==> config.mk <==
export PLATFORM = sky130hd
export DESIGN_NAME = tim_nch_top_flat
export DESIGN_NICKNAME = d
export VERILOG_FILES = /design/src/rtl/tim_pkg.sv /design/src/rtl/tim_nch_if.sv /design/src/rtl/tim_nch_chan.sv /design/src/rtl/tim_nch_top.sv /design/src/flat_wrapper.sv
export SDC_FILE = /design/constraint.sdc
export NUM_CORES = 1
export LEC_CHECK = 0
export BUFFER_PORTS_ARGS = -buffer_cell sky130_fd_sc_hd__buf_2
export CORE_MARGIN = 3
export CORE_UTILIZATION = 40
export CTS_CLUSTER_DIAMETER = 200
export DETAILED_ROUTE_END_ITERATION = 7
export HOLD_SLACK_MARGIN = 0.06
export RECOVER_POWER = 25
export SYNTH_ARGS = -nofsm -noshare
export SYNTH_HDL_FRONTEND = slang
export SYNTH_SLANG_ARGS = --single-unit
==> constraint.sdc <==
create_clock -name pclk -period 3.79 [get_ports pclk]
set_clock_uncertainty 0.2 [all_clocks]
set_input_delay 0.758 -clock pclk [delete_from_list [all_inputs] [get_ports pclk]]
set_output_delay 0.758 -clock pclk [all_outputs]
set_load 0.005 [all_outputs]
==> src/rtl/tim_pkg.sv <==
// tim_pkg: shared constants for the multi-channel APB timer.
// Register map, CTRL bit positions and channel state.
package tim_pkg;

  localparam int CH_STRIDE = 20;

  localparam logic [7:0] OFF_LOAD    = 8'h00;
  localparam logic [7:0] OFF_CURVAL  = 8'h04;
  localparam logic [7:0] OFF_CTRL    = 8'h08;
  localparam logic [7:0] OFF_EOI     = 8'h0C;
  localparam logic [7:0] OFF_INTSTAT = 8'h10;

  localparam logic [7:0] G_INTSTAT = 8'hA0;
  localparam logic [7:0] G_EOI     = 8'hA4;
  localparam logic [7:0] G_RAW     = 8'hA8;

  localparam int CTRL_W       = 4;
  localparam int CTRL_EN      = 0;
  localparam int CTRL_MODE    = 1;
  localparam int CTRL_IMASK   = 2;
  localparam int CTRL_ONESHOT = 3;

  typedef enum logic {
    ST_IDLE = 1'b0,
    ST_RUN  = 1'b1
  } chan_st_e;

  // byte address of register `off` in channel `n`
  function automatic logic [7:0] chan_addr(
    input int         n,
    input logic [7:0] off
  );
    return 8'(n * CH_STRIDE) + off;
  endfunction

endpackage

==> src/rtl/tim_nch_if.sv <==
// tim_nch_if: zero-wait-state APB bus bundle for the timer.
// master drives the request, slave returns prdata.
interface tim_nch_if;
  import tim_pkg::*;

  logic        psel;
  logic        penable;
  logic        pwrite;
  logic [31:0] paddr;
  logic [31:0] pwdata;
  logic [2:0]  pprot;
  logic [31:0] prdata;

  modport master (
    output psel, penable, pwrite,
    output paddr, pwdata, pprot,
    input  prdata
  );

  modport slave (
    input  psel, penable, pwrite,
    input  paddr, pwdata, pprot,
    output prdata
  );

endinterface

==> src/rtl/tim_nch_chan.sv <==
// tim_nch_chan: one down-counting timer channel.
// Holds LOAD, CTRL, counter, raw status, trigger enable.
module tim_nch_chan
  import tim_pkg::*;
#(
  parameter int CNT_W = 32
) (
  input  logic              i_clk,
  input  logic              i_rst_n,
  input  logic              i_load_we,
  input  logic              i_ctrl_we,
  input  logic [CNT_W-1:0]  i_wdata,
  input  logic              i_eoi,
  input  logic              i_trig_on,
  input  logic              i_trig_off,
  output logic [CNT_W-1:0]  o_load,
  output logic [CNT_W-1:0]  o_cnt,
  output logic [CTRL_W-1:0] o_ctrl,
  output logic              o_raw,
  output logic              o_intr,
  output logic              o_trig
);

  chan_st_e          r_st;
  logic [CNT_W-1:0]  r_load;
  logic [CNT_W-1:0]  r_cnt;
  logic [CTRL_W-1:0] r_ctrl;
  logic              r_raw;
  logic              r_ten;
  logic              r_trig;

  logic              w_en;
  logic              w_tmo;
  logic              w_one;
  logic [CNT_W-1:0]  w_reload;

  // EN as seen by this edge: a CTRL write acts at once
  always_comb begin
    w_en     = i_ctrl_we ? i_wdata[CTRL_EN]
                         : r_ctrl[CTRL_EN];
    w_tmo    = (r_st == ST_RUN) && w_en &&
               (r_cnt == '0);
    w_one    = r_ctrl[CTRL_ONESHOT];
    w_reload = r_ctrl[CTRL_MODE] ? r_load : '1;
  end

  // software registers; one-shot timeout drops EN
  always_ff @(posedge i_clk or negedge i_rst_n) begin
    if (!i_rst_n) begin
      r_load <= '0;
      r_ctrl <= '0;
    end else begin
      if (i_load_we)
        r_load <= i_wdata;
      if (i_ctrl_we)
        r_ctrl <= i_wdata[CTRL_W-1:0];
      if (w_tmo && w_one)
        r_ctrl[CTRL_EN] <= 1'b0;
    end
  end

  // channel state and down counter
  always_ff @(posedge i_clk or negedge i_rst_n) begin
    if (!i_rst_n) begin
      r_st  <= ST_IDLE;
      r_cnt <= '0;
    end else begin
      case (r_st)
        ST_IDLE: begin
          if (w_en) begin
            r_st  <= ST_RUN;
            r_cnt <= r_load;
          end
        end
        ST_RUN: begin
          if (!w_en) begin
            r_st <= ST_IDLE;
          end else if (w_tmo && w_one) begin
            r_st  <= ST_IDLE;
            r_cnt <= '0;
          end else if (w_tmo) begin
            r_cnt <= w_reload;
          end else begin
            r_cnt <= r_cnt - CNT_W'(1);
          end
        end
        default: r_st <= ST_IDLE;
      endcase
    end
  end

  // status: a timeout beats a coincident EOI clear
  always_ff @(posedge i_clk or negedge i_rst_n) begin
    if (!i_rst_n) begin
      r_raw  <= 1'b0;
      r_ten  <= 1'b0;
      r_trig <= 1'b0;
    end else begin
      if (w_tmo)
        r_raw <= 1'b1;
      else if (i_eoi)
        r_raw <= 1'b0;
      if (i_trig_off)
        r_ten <= 1'b0;
      else if (i_trig_on)
        r_ten <= 1'b1;
      r_trig <= w_tmo & r_ten;
    end
  end

  assign o_load = r_load;
  assign o_cnt  = r_cnt;
  assign o_ctrl = r_ctrl;
  assign o_raw  = r_raw;
  assign o_intr = r_raw & ~r_ctrl[CTRL_IMASK];
  assign o_trig = r_trig;

endmodule

==> src/rtl/tim_nch_top.sv <==
// tim_nch_top: NCH-channel APB timer, decode and read mux.
// Optional TIM_SEC_CHECK_EN blocks non-secure access.
module tim_nch_top
  import tim_pkg::*;
#(
  parameter int NCH   = 2,
  parameter int CNT_W = 32
) (
  input  logic           pclk,
  input  logic           presetn,
  tim_nch_if.slave       bus,
  input  logic           tipc_trust,
  input  logic           scan_mode,
  input  logic [NCH-1:0] etb_trig_en_on,
  input  logic [NCH-1:0] etb_trig_en_off,
  output logic [NCH-1:0] intr,
  output logic [NCH-1:0] etb_trig
);

  logic              w_block;
  logic              w_wr;
  logic              w_rd;
  logic              w_rd_acc;
  logic              w_geoi;
  logic [7:0]        w_a;
  logic [NCH-1:0]    w_load_we;
  logic [NCH-1:0]    w_ctrl_we;
  logic [NCH-1:0]    w_eoi;
  logic [NCH-1:0]    w_raw;
  logic [NCH-1:0]    w_intr;
  logic [NCH-1:0]    w_trig;
  logic [CNT_W-1:0]  w_load [NCH];
  logic [CNT_W-1:0]  w_cnt  [NCH];
  logic [CTRL_W-1:0] w_ctrl [NCH];
  logic [31:0]       w_rdata;
  logic              w_unused;

`ifdef TIM_SEC_CHECK_EN
  assign w_block = tipc_trust & bus.pprot[1];
`else
  assign w_block = 1'b0;
`endif

  assign w_unused = ^{scan_mode, tipc_trust,
                      bus.pprot, bus.paddr[31:8],
                      bus.pwdata};

  assign w_a = bus.paddr[7:0];

  // per-channel write strobes and EOI clears
  always_comb begin
    w_wr     = bus.psel & bus.penable &
               bus.pwrite & ~w_block;
    w_rd     = bus.psel & ~bus.pwrite & ~w_block;
    w_rd_acc = w_rd & bus.penable;
    w_geoi   = w_rd_acc && (w_a == G_EOI);
    for (int n = 0; n < NCH; n++) begin
      w_load_we[n] = w_wr &&
        (w_a == chan_addr(n, OFF_LOAD));
      w_ctrl_we[n] = w_wr &&
        (w_a == chan_addr(n, OFF_CTRL));
      w_eoi[n] = w_geoi || (w_rd_acc &&
        (w_a == chan_addr(n, OFF_EOI)));
    end
  end

  // combinational read mux, zero when unmapped
  always_comb begin
    w_rdata = '0;
    if (w_rd) begin
      for (int n = 0; n < NCH; n++) begin
        if (w_a == chan_addr(n, OFF_LOAD))
          w_rdata = 32'(w_load[n]);
        if (w_a == chan_addr(n, OFF_CURVAL))
          w_rdata = 32'(w_cnt[n]);
        if (w_a == chan_addr(n, OFF_CTRL))
          w_rdata = 32'(w_ctrl[n]);
        if (w_a == chan_addr(n, OFF_EOI))
          w_rdata = 32'(w_raw[n]);
        if (w_a == chan_addr(n, OFF_INTSTAT))
          w_rdata = 32'(w_intr[n]);
      end
      unique case (1'b1)
        (w_a == G_INTSTAT): w_rdata = 32'(w_intr);
        (w_a == G_EOI):     w_rdata = 32'(w_raw);
        (w_a == G_RAW):     w_rdata = 32'(w_raw);
        default: ;
      endcase
    end
  end

  for (genvar g = 0; g < NCH; g++) begin : g_ch
    tim_nch_chan #(
      .CNT_W (CNT_W)
    ) u_chan (
      .i_clk      (pclk),
      .i_rst_n    (presetn),
      .i_load_we  (w_load_we[g]),
      .i_ctrl_we  (w_ctrl_we[g]),
      .i_wdata    (bus.pwdata[CNT_W-1:0]),
      .i_eoi      (w_eoi[g]),
      .i_trig_on  (etb_trig_en_on[g]),
      .i_trig_off (etb_trig_en_off[g]),
      .o_load     (w_load[g]),
      .o_cnt      (w_cnt[g]),
      .o_ctrl     (w_ctrl[g]),
      .o_raw      (w_raw[g]),
      .o_intr     (w_intr[g]),
      .o_trig     (w_trig[g])
    );
  end

  assign bus.prdata = w_rdata;
  assign intr       = w_intr;
  assign etb_trig   = w_trig;

endmodule

==> src/flat_wrapper.sv <==
// flat-port wrapper written by rule: the top's interface ports become plain ports
module tim_nch_top_flat import tim_pkg::*;
#(
  parameter int NCH   = 2,
  parameter int CNT_W = 32
)
  (pclk, presetn, tipc_trust, scan_mode, etb_trig_en_on, etb_trig_en_off, intr, etb_trig, bus_psel, bus_penable, bus_pwrite, bus_paddr, bus_pwdata, bus_pprot, bus_prdata);
  tim_nch_if bus_i ();
  input  logic pclk;
  input  logic presetn;
  input  logic tipc_trust;
  input  logic scan_mode;
  input  logic [NCH-1:0] etb_trig_en_on;
  input  logic [NCH-1:0] etb_trig_en_off;
  output logic [NCH-1:0] intr;
  output logic [NCH-1:0] etb_trig;
  input wire logic [$bits(bus_i.psel)-1:0] bus_psel;
  input wire logic [$bits(bus_i.penable)-1:0] bus_penable;
  input wire logic [$bits(bus_i.pwrite)-1:0] bus_pwrite;
  input wire logic [$bits(bus_i.paddr)-1:0] bus_paddr;
  input wire logic [$bits(bus_i.pwdata)-1:0] bus_pwdata;
  input wire logic [$bits(bus_i.pprot)-1:0] bus_pprot;
  output wire logic [$bits(bus_i.prdata)-1:0] bus_prdata;
  assign bus_i.psel = bus_psel;
  assign bus_i.penable = bus_penable;
  assign bus_i.pwrite = bus_pwrite;
  assign bus_i.paddr = bus_paddr;
  assign bus_i.pwdata = bus_pwdata;
  assign bus_i.pprot = bus_pprot;
  assign bus_prdata = bus_i.prdata;
  tim_nch_top #(.NCH(NCH), .CNT_W(CNT_W)) u_core (.pclk(pclk), .presetn(presetn), .bus(bus_i), .tipc_trust(tipc_trust), .scan_mode(scan_mode), .etb_trig_en_on(etb_trig_en_on), .etb_trig_en_off(etb_trig_en_off), .intr(intr), .etb_trig(etb_trig));
endmodule
==> out/qor.yml <==
clock_network:
  worstSkewPairLatency_ns: 0.43
  clock_sinks: 144
  tritoncts: "yes"
  cts_buffers: 17
  root_buffer: "clkbuf_16"
  clk_path_buf_depth: 2
  cts_resized: 0
  hold_buffers: 0
  ctsHtreeMaxLevel: 4
  clkTransAtPathRegs_ns: 0.07
  cts_setup_buffers: 0
logic_synthesis:
  synthArstFlopShare_pct: 100.0
  yosysTopAreaCellShare_pct: 38.51
  ys_types: 69
  synth_area_leaders: "dfrtp_1, mux2_2, a21oi_1, a22oi_1, nor2_1"
  ys_seq_elements: 144
  synth_area_sq_mm: 0.009358
  syn_inst: 1049
  synth_area_per_cell_sq_um: 8.921
  syn_nets: 1131
  synth_edf_count: 0
  post-synth-top-area-cell: "dfrtp_1"
  ys_seq_area_share_pct: 38.51
  synthFlopType: "dfrtp_1"
  yosys_warnings: 0
setup_path:
  arrival_ns: 2.65
  cp_slowest_cell: "or4b_1"
  max_stage_delay_ns: 0.56
  required_ns: 2.83
  cpMostUsedCell: "buf_2"
  crit_chain: "buf_2 -> or4b_1 -> o32ai_1 -> a22oi_1 -> a21o_1 -> a22o_1 -> a221oi_1 -> buf_2"
  path_max_fanout: 10
  critPathCaptureType: "output port"
  start_kind: "input pin"
  reg2reg_setup_slack_ns: 0.32
  crit_type: "input pin to output port"
sta:
  tightest_slew_ns: 2.080
  setup_viol: 0
  fmax_mhz: 277.3
  slew_violations: 79
  tns_ns: 0
  post-route-period-util_pct: 95.16
  hold_slack_ns: 0.2742
  relSlewSlack_pct: -38.70
  rsz0062_at_grt: "no"
  hold_viol_final: 0
  finalCriticalPeriod_ns: 3.606
  setup_ws_ns: 0.1835
detailed_routing:
  vias: 8925
  drc_errors: 0
  drtPass1Iterations: 5
  vias_per_cell: 6.250
  detail-route-antenna-nets: 0
  dr_wl_met3_mm: 2.816
  wl_met2_mm: 14.84
  wl_per_cell_um: 22.70
  routed_wl_mm: 32.42
  drtIter0Drc: 995
  wl_met1_mm: 13.99
  topRoutingLayerUsed: "met4"
job:
  drv_cap: 1
die:
  rows: 55
  coreArea_sq_mm: 0.02285
  die_w_um: 159.0
  die_y_um: 159.0
  io_pins: 114
  die_area_sq_mm: 0.02527
  initial_core_util_pct: 40.96
outcome:
  status: "complete, but fails checks"
  violations: "capacitance limit, slew limit"
power:
  total_power_mw: 4.528
  p_leak_nw: 4.874
  peakVddDrop_uv: 259.9
  power.density_mw_per_mm2: 416.8
place:
  dp_cells: 1396
  portBuffers: 84
  hpwl_mm: 22.51
  gp_congestion: 0.8829
  pre_cts_slack_ns: 0.1640
global_routing:
  grt_overflow: 0
  grt_max_degree: 79
  grt_first_pass_wirelength_mm: 51.06
  grt_pass1_vias: 8456
  grt_antenna_before_repair: 0
  grt.total_usage_pct: 25.38
final_layout:
  final_cell_count_no_fill: 1428
  area_growth_pct: 16.11
  drive_gt1_share_pct: 23.86
  finish.net_count: 1184
  antennaDiodeCount: 0
  fillCellCount: 2231
min_path:
  hold_class: "input pin to flop"
[layout make-up]
cell class | instances | area, sq um | share of cell area, %
clock buffer | 17 | 425.4 | 3.915
clock inverter | 15 | 168.9 | 1.555
inverter | 18 | 67.56 | 0.6218
multi-input combinational | 792 | 5328 | 49.03
sequential | 144 | 3603 | 33.16
tap | 313 | 391.6 | 3.604
timing repair buffer | 129 | 880.8 | 8.107
[critical path: cells and delay by family]
kind                   cells  cell delay [ns]
buffers and inverters      2             0.32
and+or+nand+nor            1             0.56
AOI/OAI and AO/OA          5             1.01
[Yosys cell counts, types with 6 or more instances]
| library cell | count |
|---|---|
| nor3_1 | 46 |
| nand4_1 | 9 |
| o22ai_1 | 26 |
| and3_1 | 34 |
| dfrtp_1 | 144 |
| a22oi_1 | 66 |
| nor2b_1 | 7 |
| buf_2 | 11 |
| o21ai_0 | 41 |
| a21oi_1 | 105 |
| clkbuf_1 | 69 |
| or3_1 | 6 |
| o31ai_1 | 34 |
| or4b_2 | 6 |
| inv_1 | 18 |
| nand2_1 | 46 |
| nor2_1 | 81 |
| nor4_1 | 19 |
| mux2_2 | 72 |
| buf_1 | 8 |
| xor2_1 | 25 |
| nor3b_1 | 16 |
| or4_1 | 12 |
| xnor2_1 | 17 |
| nand3_1 | 23 |
[layer usage]
layer  up-vias  track usage (%)
met5         -                0
met4         0            7.640
met3        64            5.827
met2       397            39.36
met1      4400            35.59
li1       4064                -
[state kept, by name (all words and copies together), names as in the netlist]
signal and cells:
u_core.g_ch.u_chan.o_ctrl 8, u_core.g_ch.u_chan.r_ten 2, u_core.g_ch.u_chan.o_raw 2, u_core.g_ch.u_chan.o_load 64, u_core.g_ch.u_chan.o_trig 2, u_core.g_ch.u_chan.r_st 2, u_core.g_ch.u_chan.o_cnt 64
[cells in the final DEF (no fill, tap or decap), types with 34 or more instances in the layout]
cell type / synthesis / final
and3_1: 34 / 34
o21ai_0: 41 / 41
nor2_1: 81 / 78
a22oi_1: 66 / 66
buf_4: 5 / 34
dfrtp_1: 144 / 144
nor3_1: 46 / 45
o31ai_1: 34 / 34
nand2_1: 46 / 46
mux2_2: 72 / 72
a21oi_1: 105 / 105
buf_2: 11 / 83
[power breakdown]
| part | internal, mW | switching, mW |
|---|---|---|
| logic | 0.416 | 0.639 |
| registers | 1.61 | 0.146 |
| clock network | 0.940 | 0.780 |
[cell families (layout without fill, tap and decap cells)]
logic type / after synthesis / after routing / synth area share (%)
and+or+nand+nor: 339 / 339 / 20.08
AOI/OAI and AO/OA: 330 / 330 / 22.70
DFF: 144 / 144 / 38.51
buffers and inverters: 113 / 179 / 5.041
muxes: 77 / 77 / 9.199
xor gates and xnor gates: 42 / 42 / 3.931
adders and majority gates: 4 / 4 / 0.5349
[path summary, 6_finish.rpt]
check | startpoint | end | cells past startpoint
max | bus_paddr[7] | bus_prdata[0] | 8
min | etb_trig_en_off[1] | u_core.g_ch[1].u_chan.r_ten | 2
max reg2reg | u_core.g_ch[1].u_chan.o_cnt[0] | u_core.g_ch[1].u_chan.o_cnt[22] | 8
min reg2reg | u_core.g_ch[1].u_chan.r_ten | u_core.g_ch[1].u_chan.r_ten | 2
max in group asynchronous | presetn | u_core.g_ch[1].u_chan.o_cnt[1] | 2
min in group asynchronous | presetn | u_core.g_ch[0].u_chan.o_trig | 1
[metrics by stage]
step / instance area [sq um] / util [%]
after floorplan: 9358 / -
after global placement: 10280 / 45.02
after detailed placement: 10280 / 45.02
after CTS: 10880 / 47.62
after global routing: 10870 / 47.56
final: 10870 / 47.56
No activity file was read; power rests on OpenSTA's default activity.
